### src/rtl/dds_sweep_scheduler_if.sv
// Sweep configuration, control and frequency-word output bundle for dds_sweep_scheduler.
interface dds_sweep_scheduler_if #(
  parameter int unsigned CNT_W   = 16,
  parameter int unsigned DWELL_W = 24
);
  logic               cfg_valid;
  logic               cfg_ready;
  logic [31:0]        cfg_start_word;
  logic [31:0]        cfg_step_word;
  logic [CNT_W-1:0]   cfg_n_steps;
  logic [DWELL_W-1:0] cfg_dwell;
  logic               cfg_loop;
  logic               cfg_tri;
  logic               start;
  logic               abort;
  logic               direct_valid;
  logic [31:0]        direct_word;
  logic [31:0]        fre_word;
  logic               fre_strobe;
  logic               busy;
  logic               done;
  logic [CNT_W-1:0]   step_idx;

  // Command side: drives configuration and control, observes the word output.
  modport master (
    output cfg_valid, cfg_start_word, cfg_step_word, cfg_n_steps, cfg_dwell,
           cfg_loop, cfg_tri, start, abort, direct_valid, direct_word,
    input  cfg_ready, fre_word, fre_strobe, busy, done, step_idx
  );

  // Scheduler side.
  modport slave (
    input  cfg_valid, cfg_start_word, cfg_step_word, cfg_n_steps, cfg_dwell,
           cfg_loop, cfg_tri, start, abort, direct_valid, direct_word,
    output cfg_ready, fre_word, fre_strobe, busy, done, step_idx
  );
endinterface

### src/rtl/dds_sweep_scheduler.sv
// Linear frequency-sweep sequencer with direct-word override for the DDS frequency input.
module dds_sweep_scheduler #(
  parameter logic [31:0] RESET_WORD = 32'd21474836,
  parameter int unsigned CNT_W      = 16,
  parameter int unsigned DWELL_W    = 24
) (
  input logic                  clk,
  input logic                  rst,
  dds_sweep_scheduler_if.slave bus
);

  typedef enum logic [0:0] {S_IDLE, S_DWELL} state_t;

  state_t r_state;
  state_t w_state_nxt;

  logic [31:0]        r_start_word;
  logic [31:0]        r_step_word;
  logic [CNT_W-1:0]   r_n_steps;
  logic [DWELL_W-1:0] r_dwell;
  logic               r_loop;
  logic               r_tri;

  logic [31:0]        r_fre_word;
  logic               r_fre_strobe;
  logic               r_done;
  logic [CNT_W-1:0]   r_step_idx;
  logic               r_dir_up;
  logic [DWELL_W-1:0] r_cnt;

  logic [31:0]        w_fre_word_nxt;
  logic               w_fre_strobe_nxt;
  logic               w_done_nxt;
  logic [CNT_W-1:0]   w_step_idx_nxt;
  logic               w_dir_up_nxt;
  logic [DWELL_W-1:0] w_cnt_nxt;

  logic               w_cfg_take;
  logic [31:0]        w_eff_start;
  logic [CNT_W-1:0]   w_eff_n;
  logic [DWELL_W-1:0] w_eff_dwell;
  logic [DWELL_W-1:0] w_start_load;
  logic [DWELL_W-1:0] w_reload;
  logic               w_step_due;
  logic [CNT_W-1:0]   w_idx_inc;
  logic               w_pass_end;
  logic [31:0]        w_stepped_word;

  // A start coinciding with cfg_valid sees the incoming configuration directly.
  assign w_cfg_take     = (r_state == S_IDLE) && bus.cfg_valid;
  assign w_eff_start    = w_cfg_take ? bus.cfg_start_word : r_start_word;
  assign w_eff_n        = w_cfg_take ? bus.cfg_n_steps    : r_n_steps;
  assign w_eff_dwell    = w_cfg_take ? bus.cfg_dwell      : r_dwell;
  assign w_start_load   = (w_eff_dwell == '0) ? DWELL_W'(1) : w_eff_dwell;
  assign w_reload       = (r_dwell == '0) ? DWELL_W'(1) : r_dwell;
  assign w_step_due     = (r_cnt <= DWELL_W'(1));
  assign w_idx_inc      = r_step_idx + CNT_W'(1);
  assign w_pass_end     = (w_idx_inc == r_n_steps);
  assign w_stepped_word = r_dir_up ? (r_fre_word + r_step_word) : (r_fre_word - r_step_word);

  // Configuration registers, writable only while idle.
  always_ff @(posedge clk or posedge rst) begin
    if (rst) begin
      r_start_word <= '0;
      r_step_word  <= '0;
      r_n_steps    <= '0;
      r_dwell      <= '0;
      r_loop       <= 1'b0;
      r_tri        <= 1'b0;
    end else if (w_cfg_take) begin
      r_start_word <= bus.cfg_start_word;
      r_step_word  <= bus.cfg_step_word;
      r_n_steps    <= bus.cfg_n_steps;
      r_dwell      <= bus.cfg_dwell;
      r_loop       <= bus.cfg_loop;
      r_tri        <= bus.cfg_tri;
    end
  end

  // State register.
  always_ff @(posedge clk or posedge rst) begin
    if (rst) r_state <= S_IDLE;
    else     r_state <= w_state_nxt;
  end

  // Next-state decision; a direct update always returns to idle.
  always_comb begin
    w_state_nxt = r_state;
    if (bus.direct_valid) begin
      w_state_nxt = S_IDLE;
    end else begin
      unique case (r_state)
        S_IDLE:  if (bus.start && (w_eff_n != '0)) w_state_nxt = S_DWELL;
        S_DWELL: begin
          if (bus.abort)                                  w_state_nxt = S_IDLE;
          else if (w_step_due && w_pass_end && !r_loop)   w_state_nxt = S_IDLE;
        end
        default: w_state_nxt = S_IDLE;
      endcase
    end
  end

  // Word, strobe, index, direction and dwell-counter updates.
  always_comb begin
    w_fre_word_nxt   = r_fre_word;
    w_fre_strobe_nxt = 1'b0;
    w_done_nxt       = 1'b0;
    w_step_idx_nxt   = r_step_idx;
    w_dir_up_nxt     = r_dir_up;
    w_cnt_nxt        = r_cnt;
    if (bus.direct_valid) begin
      w_fre_word_nxt   = bus.direct_word;
      w_fre_strobe_nxt = 1'b1;
    end else begin
      unique case (r_state)
        S_IDLE: begin
          if (bus.start) begin
            w_fre_word_nxt   = w_eff_start;
            w_fre_strobe_nxt = 1'b1;
            w_step_idx_nxt   = '0;
            if (w_eff_n == '0) begin
              w_done_nxt = 1'b1;
            end else begin
              w_dir_up_nxt = 1'b1;
              w_cnt_nxt    = w_start_load;
            end
          end
        end
        S_DWELL: begin
          if (!bus.abort) begin
            if (w_step_due) begin
              w_cnt_nxt        = w_reload;
              w_fre_strobe_nxt = 1'b1;
              if (w_pass_end) begin
                if (!r_loop) begin
                  w_fre_word_nxt = w_stepped_word;
                  w_step_idx_nxt = w_idx_inc;
                  w_done_nxt     = 1'b1;
                end else if (!r_tri) begin
                  w_fre_word_nxt = r_start_word;
                  w_step_idx_nxt = '0;
                end else begin
                  w_fre_word_nxt = w_stepped_word;
                  w_dir_up_nxt   = ~r_dir_up;
                  w_step_idx_nxt = '0;
                end
              end else begin
                w_fre_word_nxt = w_stepped_word;
                w_step_idx_nxt = w_idx_inc;
              end
            end else begin
              w_cnt_nxt = r_cnt - DWELL_W'(1);
            end
          end
        end
        default: ;
      endcase
    end
  end

  // Datapath registers.
  always_ff @(posedge clk or posedge rst) begin
    if (rst) begin
      r_fre_word   <= RESET_WORD;
      r_fre_strobe <= 1'b0;
      r_done       <= 1'b0;
      r_step_idx   <= '0;
      r_dir_up     <= 1'b1;
      r_cnt        <= '0;
    end else begin
      r_fre_word   <= w_fre_word_nxt;
      r_fre_strobe <= w_fre_strobe_nxt;
      r_done       <= w_done_nxt;
      r_step_idx   <= w_step_idx_nxt;
      r_dir_up     <= w_dir_up_nxt;
      r_cnt        <= w_cnt_nxt;
    end
  end

  assign bus.cfg_ready  = (r_state == S_IDLE);
  assign bus.busy       = (r_state == S_DWELL);
  assign bus.fre_word   = r_fre_word;
  assign bus.fre_strobe = r_fre_strobe;
  assign bus.done       = r_done;
  assign bus.step_idx   = r_step_idx;

endmodule
### src/flat_wrapper.sv
// flat-port wrapper written by rule: the top's interface ports become plain ports
module dds_sweep_scheduler_flat 
#(
  parameter logic [31:0] RESET_WORD = 32'd21474836,
  parameter int unsigned CNT_W      = 16,
  parameter int unsigned DWELL_W    = 24
)
  (clk, rst, bus_cfg_valid, bus_cfg_start_word, bus_cfg_step_word, bus_cfg_n_steps, bus_cfg_dwell, bus_cfg_loop, bus_cfg_tri, bus_start, bus_abort, bus_direct_valid, bus_direct_word, bus_cfg_ready, bus_fre_word, bus_fre_strobe, bus_busy, bus_done, bus_step_idx);
  dds_sweep_scheduler_if #(.CNT_W(CNT_W), .DWELL_W(DWELL_W)) bus_i ();
  input logic clk;
  input logic rst;
  input wire logic [$bits(bus_i.cfg_valid)-1:0] bus_cfg_valid;
  input wire logic [$bits(bus_i.cfg_start_word)-1:0] bus_cfg_start_word;
  input wire logic [$bits(bus_i.cfg_step_word)-1:0] bus_cfg_step_word;
  input wire logic [$bits(bus_i.cfg_n_steps)-1:0] bus_cfg_n_steps;
  input wire logic [$bits(bus_i.cfg_dwell)-1:0] bus_cfg_dwell;
  input wire logic [$bits(bus_i.cfg_loop)-1:0] bus_cfg_loop;
  input wire logic [$bits(bus_i.cfg_tri)-1:0] bus_cfg_tri;
  input wire logic [$bits(bus_i.start)-1:0] bus_start;
  input wire logic [$bits(bus_i.abort)-1:0] bus_abort;
  input wire logic [$bits(bus_i.direct_valid)-1:0] bus_direct_valid;
  input wire logic [$bits(bus_i.direct_word)-1:0] bus_direct_word;
  output wire logic [$bits(bus_i.cfg_ready)-1:0] bus_cfg_ready;
  output wire logic [$bits(bus_i.fre_word)-1:0] bus_fre_word;
  output wire logic [$bits(bus_i.fre_strobe)-1:0] bus_fre_strobe;
  output wire logic [$bits(bus_i.busy)-1:0] bus_busy;
  output wire logic [$bits(bus_i.done)-1:0] bus_done;
  output wire logic [$bits(bus_i.step_idx)-1:0] bus_step_idx;
  assign bus_i.cfg_valid = bus_cfg_valid;
  assign bus_i.cfg_start_word = bus_cfg_start_word;
  assign bus_i.cfg_step_word = bus_cfg_step_word;
  assign bus_i.cfg_n_steps = bus_cfg_n_steps;
  assign bus_i.cfg_dwell = bus_cfg_dwell;
  assign bus_i.cfg_loop = bus_cfg_loop;
  assign bus_i.cfg_tri = bus_cfg_tri;
  assign bus_i.start = bus_start;
  assign bus_i.abort = bus_abort;
  assign bus_i.direct_valid = bus_direct_valid;
  assign bus_i.direct_word = bus_direct_word;
  assign bus_cfg_ready = bus_i.cfg_ready;
  assign bus_fre_word = bus_i.fre_word;
  assign bus_fre_strobe = bus_i.fre_strobe;
  assign bus_busy = bus_i.busy;
  assign bus_done = bus_i.done;
  assign bus_step_idx = bus_i.step_idx;
  dds_sweep_scheduler #(.RESET_WORD(RESET_WORD), .CNT_W(CNT_W), .DWELL_W(DWELL_W)) u_core (.clk(clk), .rst(rst), .bus(bus_i));
endmodule
### config.mk
export PLATFORM = sky130hd
export DESIGN_NAME = dds_sweep_scheduler_flat
export DESIGN_NICKNAME = d
export VERILOG_FILES = /design/src/rtl/dds_sweep_scheduler_if.sv /design/src/rtl/dds_sweep_scheduler.sv /design/src/flat_wrapper.sv
export SDC_FILE = /design/constraint.sdc
export NUM_CORES = 1
export LEC_CHECK = 0
export CORE_MARGIN = 5
export CORE_UTILIZATION = 49
export CTS_BUF_LIST = sky130_fd_sc_hd__clkbuf_16
export CTS_CLUSTER_SIZE = 12
export DETAILED_ROUTE_END_ITERATION = 8
export PLACE_DENSITY = 0.85
export REMOVE_ABC_BUFFERS = 1
export SYNTH_ARGS = -nofsm -noshare
export SYNTH_HDL_FRONTEND = slang
export SYNTH_SLANG_ARGS = --single-unit
### constraint.sdc
create_clock -name clk -period 5.7 [get_ports clk]
set_input_delay 0.57 -clock clk [delete_from_list [all_inputs] [get_ports clk]]
set_output_delay 0.57 -clock clk [all_outputs]
set_load 0.02 [all_outputs]
* Word level (Yosys, flattened, before mapping)
Cells that the tools add are included.
Cells by class: $lt $le $gt $ge 1, bitwise logic cells 3, reduce and logical (&&, ||, !) cells 13, $add $sub $neg 4, muxes and demuxes 51, equality and inequality tests 11
Operator list (number):
- $mux 32 | 9
- $mux 24 | 7
- $mux 16 | 6
- $pmux 32 s2 | 1
- $logic_not 24->1 | 2
- $pmux 24 s2 | 1
- $add 32x32->32 | 1
- $pmux 16 s2 | 1
- $sub 32x32->32 | 1
- $le 24x1->1 const B | 1
- $sub 24x1->24 const B | 1
- $mux 1 | 22
- $add 16x1->16 const B | 1
- $eq 16x16->1 | 1
- $logic_not 16->1 | 1
- $reduce_bool 16->1 | 1
- $ne 2x2->1 const B | 7
- $ne 3x3->1 const B | 3
- $pmux 1 s2 | 4
- $reduce_and 4->1 | 2
- $reduce_and 8->1 | 1
- $logic_and 1x1->1 | 4
- $not 1->1 | 3
- $reduce_and 3->1 | 1
- $logic_not 1->1 | 1
Word-level totals: input bits 144, register bits after elaboration 182, output and inout port bits 52, word-level logic and storage cells 96

* Longest topological paths before layout
Gate-level depths: netlist of the first run.
depth in word-level cells 9, mapped depth 18, gate-level depth less buffers 17

* Least setup slack after synthesis of the first run
No wires, ideal clock.
path kind flip-flop to flip-flop, start register u_core.r_step_word[8], end register u_core.r_fre_word[28] (netlist: u_core.bus.fre_word[28]), period minus slack after synthesis 3.760 ns, path buffers 1, data required time 5.576 ns, slack 1.940 ns, library setup time 0.124 ns, arrival 3.637 ns, cell stages (with the launch flop) 17, cell sequence dfrtp_1 -> nor4_2 -> nand3_1 -> nor4_1 -> nor2b_1 -> a21oi_1 -> xor2_1 -> ha_1 -> inv_1 -> nor2_1 -> and3_1 -> clkbuf_1 -> o211ai_1 -> a211oi_1 -> o21a_1 -> nor3_1 -> o31a_1
Between the ends: cells in the longest elaborated chain, start to end 9, elaborated cells on any way between the ends 10, classes of those cells add/sub (2); mux (8)
RTL lines:
- start: declaration | line dds_sweep_scheduler.sv:18 | logic [31:0] r_step_word;
- start signal: assignment | line dds_sweep_scheduler.sv:72 | r_step_word <= bus.cfg_step_word;
- $sub 32x32->32 or $add 32x32->32 (tied branches) | line dds_sweep_scheduler.sv:59 | assign w_stepped_word = r_dir_up ? (r_fre_word + r_step_word) : (r_fre_word - r_step_word);
- $mux 32 (*) | line dds_sweep_scheduler.sv:59
- $mux 32 | line dds_sweep_scheduler.sv:139 | end else if (!r_tri) begin
- $mux 32 | line dds_sweep_scheduler.sv:135 | if (!r_loop) begin
- $mux 32 (*) | line dds_sweep_scheduler.sv:134 | if (w_pass_end) begin
- $mux 32 (*) | line dds_sweep_scheduler.sv:131 | if (w_step_due) begin
- $mux 32 (*) | line dds_sweep_scheduler.sv:130 | if (!bus.abort) begin
- $pmux 32 s2 (*) | line dds_sweep_scheduler.sv:115 | unique case (r_state)
- $mux 32 (*) | line dds_sweep_scheduler.sv:111 | if (bus.direct_valid) begin
- end signal: assignment | line dds_sweep_scheduler.sv:171 | r_fre_word <= w_fre_word_nxt;
- end: declaration | line dds_sweep_scheduler.sv:24 | logic [31:0] r_fre_word;
Every way passes the cells marked *; elsewhere a longest branch is shown, timed or not. The select of a mux whose other input is x is not followed. A chain may end at the register's enable or synchronous reset.

* Worst setup path in the final report of the first run
start register u_core.r_step_word[8], end register u_core.r_fre_word[29] (netlist: u_core.bus.fre_word[29])
The elaborated chain is that of the path after synthesis.

==> impl_metrics.yaml, run 1 <==
status:
  status: "finished clean"
setup_path:
  cp_slowest_cell: "o31ai_1"
  timing_worst_setup_path_type: "flop to flop"
  cp.required_ns: 6.06
  worst-path-max-fanout: 6
  worstSetupEndpointType: "flop"
  slowest_delay_ns: 0.61
  startpoint_type: "flop"
  cp.arrival_ns: 5.06
  path_cells: "nor4_2 > nand3_1 > nor4_1 > nor2b_1 > a21oi_1 > xor2_1 > ha_1 > inv_1 > nor2_1 > and3_1 > nand2_1 > o31ai_1 > and4_1 > nor3_1 > o21ai_1"
global_route:
  antenna_found_initial: 0
  track_usage: 0.260
  grt_pass1_wl_um: 59700
  gr-total-overflow: 0
  grt_pass1_vias: 11261
  grt_max_degree: 96
power:
  seqPwrFrac: 0.323
  power.leakage_nw: 6.39
  ir_worst_vdd_v: 0.000199
  power_switching_share: 0.403
  p_per_area_nw_per_um2: 361
  p_comb_frac: 0.440
  power_frac_clock: 0.237
  p_switching_w: 0.00214
  p_int_w: 0.00318
clock_tree:
  cts_buffers: 17
  cts_sinks: 182
  cts-resized-gates: 0
  clk_pin_slew_ns: 0.07
  ctsHoldBuffers: 0
  clock_path_buffers: 2
  cts_tree: "built"
  insertion_delay_ns: 0.44
  cts_setup_buffers: 0
  cts_root_buf: "clkbuf_16"
  htree_levels: 4
finish:
  drive_above_1_share: 0.0565
  antenna_cells: 0
  nets: 1784
  area_growth_pct: 23.5
sta:
  rsz0062_at_grt: "no"
  fmax_mhz: 212
  clock_skew_ns: 0.0145
  fin_crit_sh: 0.826
  layout_setup_ws_ns: 0.993
  min_period_ns: 4.71
  whs_ns: 0.494
  worstMarginPinSlew_ns: 1.24
  maxSlewHeadroom: 0.172
  drv_slew: 0
  setup_viol: 0
  timing.final.hold_violations: 0
flow_run:
  cap_violations: 0
die:
  io_pins: 196
  die_x_um: 166
  die_area_um2: 27600
  core_um2: 24200
  start_util: 0.494
  dieHeight_um: 166
  num_rows: 57
drt:
  wire_per_inst_um: 19.2
  drtIter0Drc: 1231
  avgViaCountPerCell: 6.00
  drt_wl_total_um: 37100
  drt.antenna.violating_nets: 0
  drt_first_pass_iters: 5
  drcViolationCount: 0
  vias: 11607
logic_synthesis:
  synthTopCellsByArea: "dfrtp_1 35%, nand2_1 9.9%, o21ai_0 4.4%"
  synth_edf_count: 0
  synth_largest_area_cell: "dfrtp_1"
  synth_area_um2: 11900
  ys_ff_latch: 182
  syn_inst: 1446
  synthArstFlopShare: 1.00
  yosysSeqAreaShare: 0.383
  yosysWarnings: 0
  ys.flop_type: "dfrtp_1"
  avgSynthCellArea_um2: 8.25
  ys_types: 77
  synth_top_area_share: 0.354
placement:
  place_ws_ns: 1.14
  gp_congestion: 0.922
  hpwlAfterDp_um: 27000
  portBuffers: 195
min_path:
  hp-class: "flop to flop"
logic make-up (layout without fill, tap and decap cells):
family                     count (synthesis)  count (layout)  share of synthesized area
AOI/OAI and AO/OA                        386             386                      0.208
xor gates and xnor gates                  77              77                     0.0565
adders and majority gates                 41              41                     0.0436
buffers and inverters                    120             285                     0.0402
DFF                                      182             182                      0.383
muxes                                     42              42                     0.0361
and+or+nand+nor                          598             598                      0.233
power by group through the flow:
stage          registers (W)  logic, W  clock network, W
2_1_floorplan        0.00173   0.00158                 0
3_3_place_gp         0.00173   0.00227                 0
5_1_grt              0.00175   0.00257           0.00133
3_5_place_dp         0.00174   0.00230                 0
4_1_cts              0.00171   0.00232           0.00127
6_report             0.00172   0.00234           0.00126
layer usage:
metal	wire, um	vias up	global-route usage	part of all wire
li1	-	5491	-	-
met1	16600	5581	0.362	0.45
met2	17400	479	0.423	0.47
met3	2300	56	0.0426	0.062
met4	792	0	0.0707	0.021
met5	0	-	0	0
flip-flops by register name, indices dropped and copies added, names as in the netlist, 16 cells and up:
name	flops
u_core.bus.fre_word	32
u_core.bus.step_idx	16
u_core.r_cnt	24
u_core.r_dwell	24
u_core.r_n_steps	16
u_core.r_start_word	32
u_core.r_step_word	32
final cells by class:
class | count | area [um2]
Clock buffer | 17 | 425
Clock inverter | 14 | 175
Fill cell | 2135 | 9440
Inverter | 44 | 170
Multi-Input combinational cell | 1144 | 6910
Sequential cell | 182 | 4570
Tap cell | 324 | 405
Timing Repair Buffer | 210 | 2080
metrics by stage:
step           TNS, ns  power, W  cell area, um2  instances  utilization
2_1_floorplan   -82.34   0.00331           11600       1370            -
4_1_cts              0   0.00530           14700       1935        0.610
5_1_grt              0   0.00564           14700       1935        0.610
6_report             0   0.00532           14700       1935        0.610
3_5_place_dp         0   0.00404           14100       1904        0.585
3_3_place_gp         0   0.00400           14100       1904        0.585
synthesized netlist by cell type (34+ instances only):
master and instances:
xor2_1 36, dfrtp_1 169, xnor2_1 41, a21oi_1 88, nor2_1 91, o21ai_0 105, ha_1 40, clkbuf_1 55
inv_1 42, mux2i_1 34, nand2_1 316, nor3_1 38
layout by cell type (no fill, tap or decap), drive strengths merged, types with 10 or more instances in the layout:
cell type,synthesis,layout
dfstp,13,13
o21ai,115,115
clkdlybuf4s50,0,195
nor2,94,94
a31oi,18,18
a221o,14,14
o22ai,10,10
xor2,36,36
xnor2,41,41
or3,10,10
a21o,21,21
o211ai,10,10
a21oi,90,90
buf,21,15
a211oi,18,18
nand4,15,15
and3,16,16
nand2,316,316
nor2b,11,11
inv,43,49
o21a,11,11
nor4,31,31
nor3,39,39
mux2i,34,34
nand3,21,21
or4,10,10
clkbuf,55,17
ha,40,40
dfrtp,169,169
o31ai,14,14
path summary, 6_finish.rpt:
kind,startpoint,endpoint,slack [ns],cells past startpoint
max,u_core.r_step_word[8]$_DFFE_PP0P_,u_core.bus.fre_word[29]$_DFFE_PP0P_,0.99,15
min,u_core.r_start_word[11]$_DFF_PP0_,u_core.r_start_word[11]$_DFF_PP0_,0.49,2
max reg2reg,u_core.r_step_word[8]$_DFFE_PP0P_,u_core.bus.fre_word[29]$_DFFE_PP0P_,0.99,15
min reg2reg,u_core.r_start_word[11]$_DFF_PP0_,u_core.r_start_word[11]$_DFF_PP0_,0.49,2
max in group asynchronous,rst,u_core.bus.busy$_DFF_PP0_,4.04,3
min in group asynchronous,rst,u_core.bus.step_idx[1]$_DFFE_PP0P_,0.64,2
critical path, delay by kind of cell (launching register included):
kind	cells	cell delay (ns)
simple gates	9	2.62
compound gates	3	0.90
flops	1	0.44
fa+ha+maj	1	0.37
xor+xnor	1	0.17
buf+inv	1	0.12
Note: power is estimated with default switching activity, not from simulation.
==> run 2: changes to the inputs <==
==> constraint.sdc (replaced) <==
create_clock -name clk -period 4.3 [get_ports clk]
set_input_delay 0.43 -clock clk [delete_from_list [all_inputs] [get_ports clk]]
set_output_delay 0.43 -clock clk [all_outputs]
set_load 0.02 [all_outputs]
==> impl_metrics.yaml, run 2 (same netlist as run 1, synthesis figures left out) <==
die:
  die_area_um2: 27600
  num_rows: 57
  dieHeight_um: 166
  core_um2: 24200
  start_util: 0.494
  io_pins: 196
  die_x_um: 166
clock_tree:
  ctsHoldBuffers: 0
  clk_pin_slew_ns: 0.08
  clock_path_buffers: 2
  htree_levels: 4
  cts-resized-gates: 0
  cts_buffers: 17
  cts_sinks: 182
  cts_setup_buffers: 0
  cts_tree: "built"
  cts_root_buf: "clkbuf_16"
  insertion_delay_ns: 0.44
drt:
  vias: 11885
  wire_per_inst_um: 19.4
  drtIter0Drc: 1099
  drt_wl_total_um: 38100
  avgViaCountPerCell: 6.07
  drt_first_pass_iters: 6
  drcViolationCount: 0
  drt.antenna.violating_nets: 0
setup_path:
  worstSetupEndpointType: "flop"
  cp.arrival_ns: 4.26
  worst-path-max-fanout: 6
  cp.required_ns: 4.62
  startpoint_type: "flop"
  worstReg2RegEnd: "u_core.bus.fre_word[28]$_DFFE_PP0P_"
  cp_slowest_cell: "dfrtp_1"
  r2r-start: "u_core.r_step_word[0]$_DFFE_PP0P_"
  cp_num_buf_inv: 1
  timing_worst_setup_path_type: "flop to flop"
  reg2reg_depth: 16
  critical_path.top_delay_family: "compound AO/OA/AOI/OAI gates"
  slowest_delay_ns: 0.44
  path_cells: "inv_1 > ha_1 > nand2_1 > nor2_1 > a21oi_1 > xor2_1 > ha_1 > nand2_1 > o21a_1 > o31a_1 > nor4_1 > o21ai_0 > a211oi_1 > o21a_1 > nor3_1 > o31a_1"
  rrSetupSlack_ns: 0.36
placement:
  gp_congestion: 0.936
  place_ws_ns: 0.119
  portBuffers: 195
  place_area_um2: 14300
  hpwlAfterDp_um: 27800
status:
  status: "finished clean"
global_route:
  grt_pass1_wl_um: 62000
  grt_max_degree: 72
  grt_pass1_vias: 11910
  track_usage: 0.270
  antenna_found_initial: 0
  gr-total-overflow: 0
min_path:
  hp-class: "input port to async pin"
power:
  ir_worst_vdd_v: 0.000243
  p_per_area_nw_per_um2: 476
  power.leakage_nw: 6.49
sta:
  fmax_mhz: 254
  worstMarginPinSlew_ns: 0.836
  clock_skew_ns: 0.0127
  fin_setup_tns_ns: 0
  maxSlewHeadroom: 0.437
  setup_viol: 0
  drv_slew: 0
  timing.final.hold_violations: 0
  rsz0062_at_grt: "no"
  layout_setup_ws_ns: 0.361
  fin_crit_sh: 0.916
  min_period_ns: 3.94
finish:
  final_common_cell: "nand2_1"
  drive_above_1_share: 0.0716
  postLayoutCellArea_um2: 14900
  nets: 1805
  area_growth_pct: 25.0
  mostFrequentLayoutCells: "316 x nand2_1, 195 x clkdlybuf4s50_1, 168 x dfrtp_1, 105 x o21ai_0, 90 x nor2_1"
flow_run:
  cap_violations: 0
==> run 2: area by class of cell <==
cell class	count	area [um2]
fillers	2022	9260
multi-input cells	1144	6940
flip-flops and latches	182	4570
repair buffers	231	2230
clock buffers	17	425
well taps	324	405
inverters	44	170
clock inverters	15	166
diodes	1	2.50
==> run 2: worst max-delay path by stage <==
| stage | from | endpoint | slack (ns) | cells after the start |
|---|---|---|---|---|
| after floorplan | u_core.bus.busy$_DFF_PP0_ | u_core.r_cnt[15]$_DFFE_PP0P_ | -3.65 | 7 |
| after global placement | u_core.r_step_word[4]$_DFFE_PP0P_ | u_core.bus.fre_word[31]$_DFFE_PP0P_ | 0.15 | 17 |
| after detailed placement | u_core.r_step_word[4]$_DFFE_PP0P_ | u_core.bus.fre_word[28]$_DFFE_PP0P_ | 0.12 | 15 |
| after CTS | u_core.r_step_word[4]$_DFFE_PP0P_ | u_core.bus.fre_word[28]$_DFFE_PP0P_ | 0.09 | 15 |
| after global routing | u_core.r_step_word[4]$_DFFE_PP0P_ | u_core.bus.fre_word[28]$_DFFE_PP0P_ | 0.02 | 15 |
| final | u_core.r_step_word[0]$_DFFE_PP0P_ | u_core.bus.fre_word[28]$_DFFE_PP0P_ | 0.36 | 16 |
==> run 2: layer usage <==
layer,track usage,routed length (um),vias up
met2,0.451,17900,529
met4,0.0929,1160,0
met3,0.0498,2740,88
met1,0.355,16200,5753
met5,0,0,-
li1,-,-,5515
==> run 2: stage by stage <==
stage                     utilization  cells  power, W  hold slack (ns)
final                           0.617   1958   0.00710            0.448
after global routing            0.617   1957   0.00752            0.503
after CTS                       0.616   1957   0.00704            0.482
after detailed placement        0.591   1925   0.00540            0.483
after global placement          0.591   1925   0.00537            0.472
after floorplan                     -   1370   0.00439            0.449
==> run 2: power by group <==
part           internal [W]  switching [W]  total [W]
Sequential          0.00198       0.000275    0.00226
Combinational       0.00136        0.00185    0.00321
Clock              0.000874       0.000755    0.00163
Total               0.00421        0.00288    0.00710
==> run 2: worst register-to-register path: stages (launching register included) <==
cell and delay [ns]:
dfrtp_1 0.44, inv_1 0.13, ha_1 0.27, nand2_1 0.15
nor2_1 0.27, a21oi_1 0.13, xor2_1 0.16, ha_1 0.39
nand2_1 0.11, o21a_1 0.19, o31a_1 0.14, nor4_1 0.33
o21ai_0 0.24, a211oi_1 0.39, o21a_1 0.16, nor3_1 0.04
o31a_1 0.30
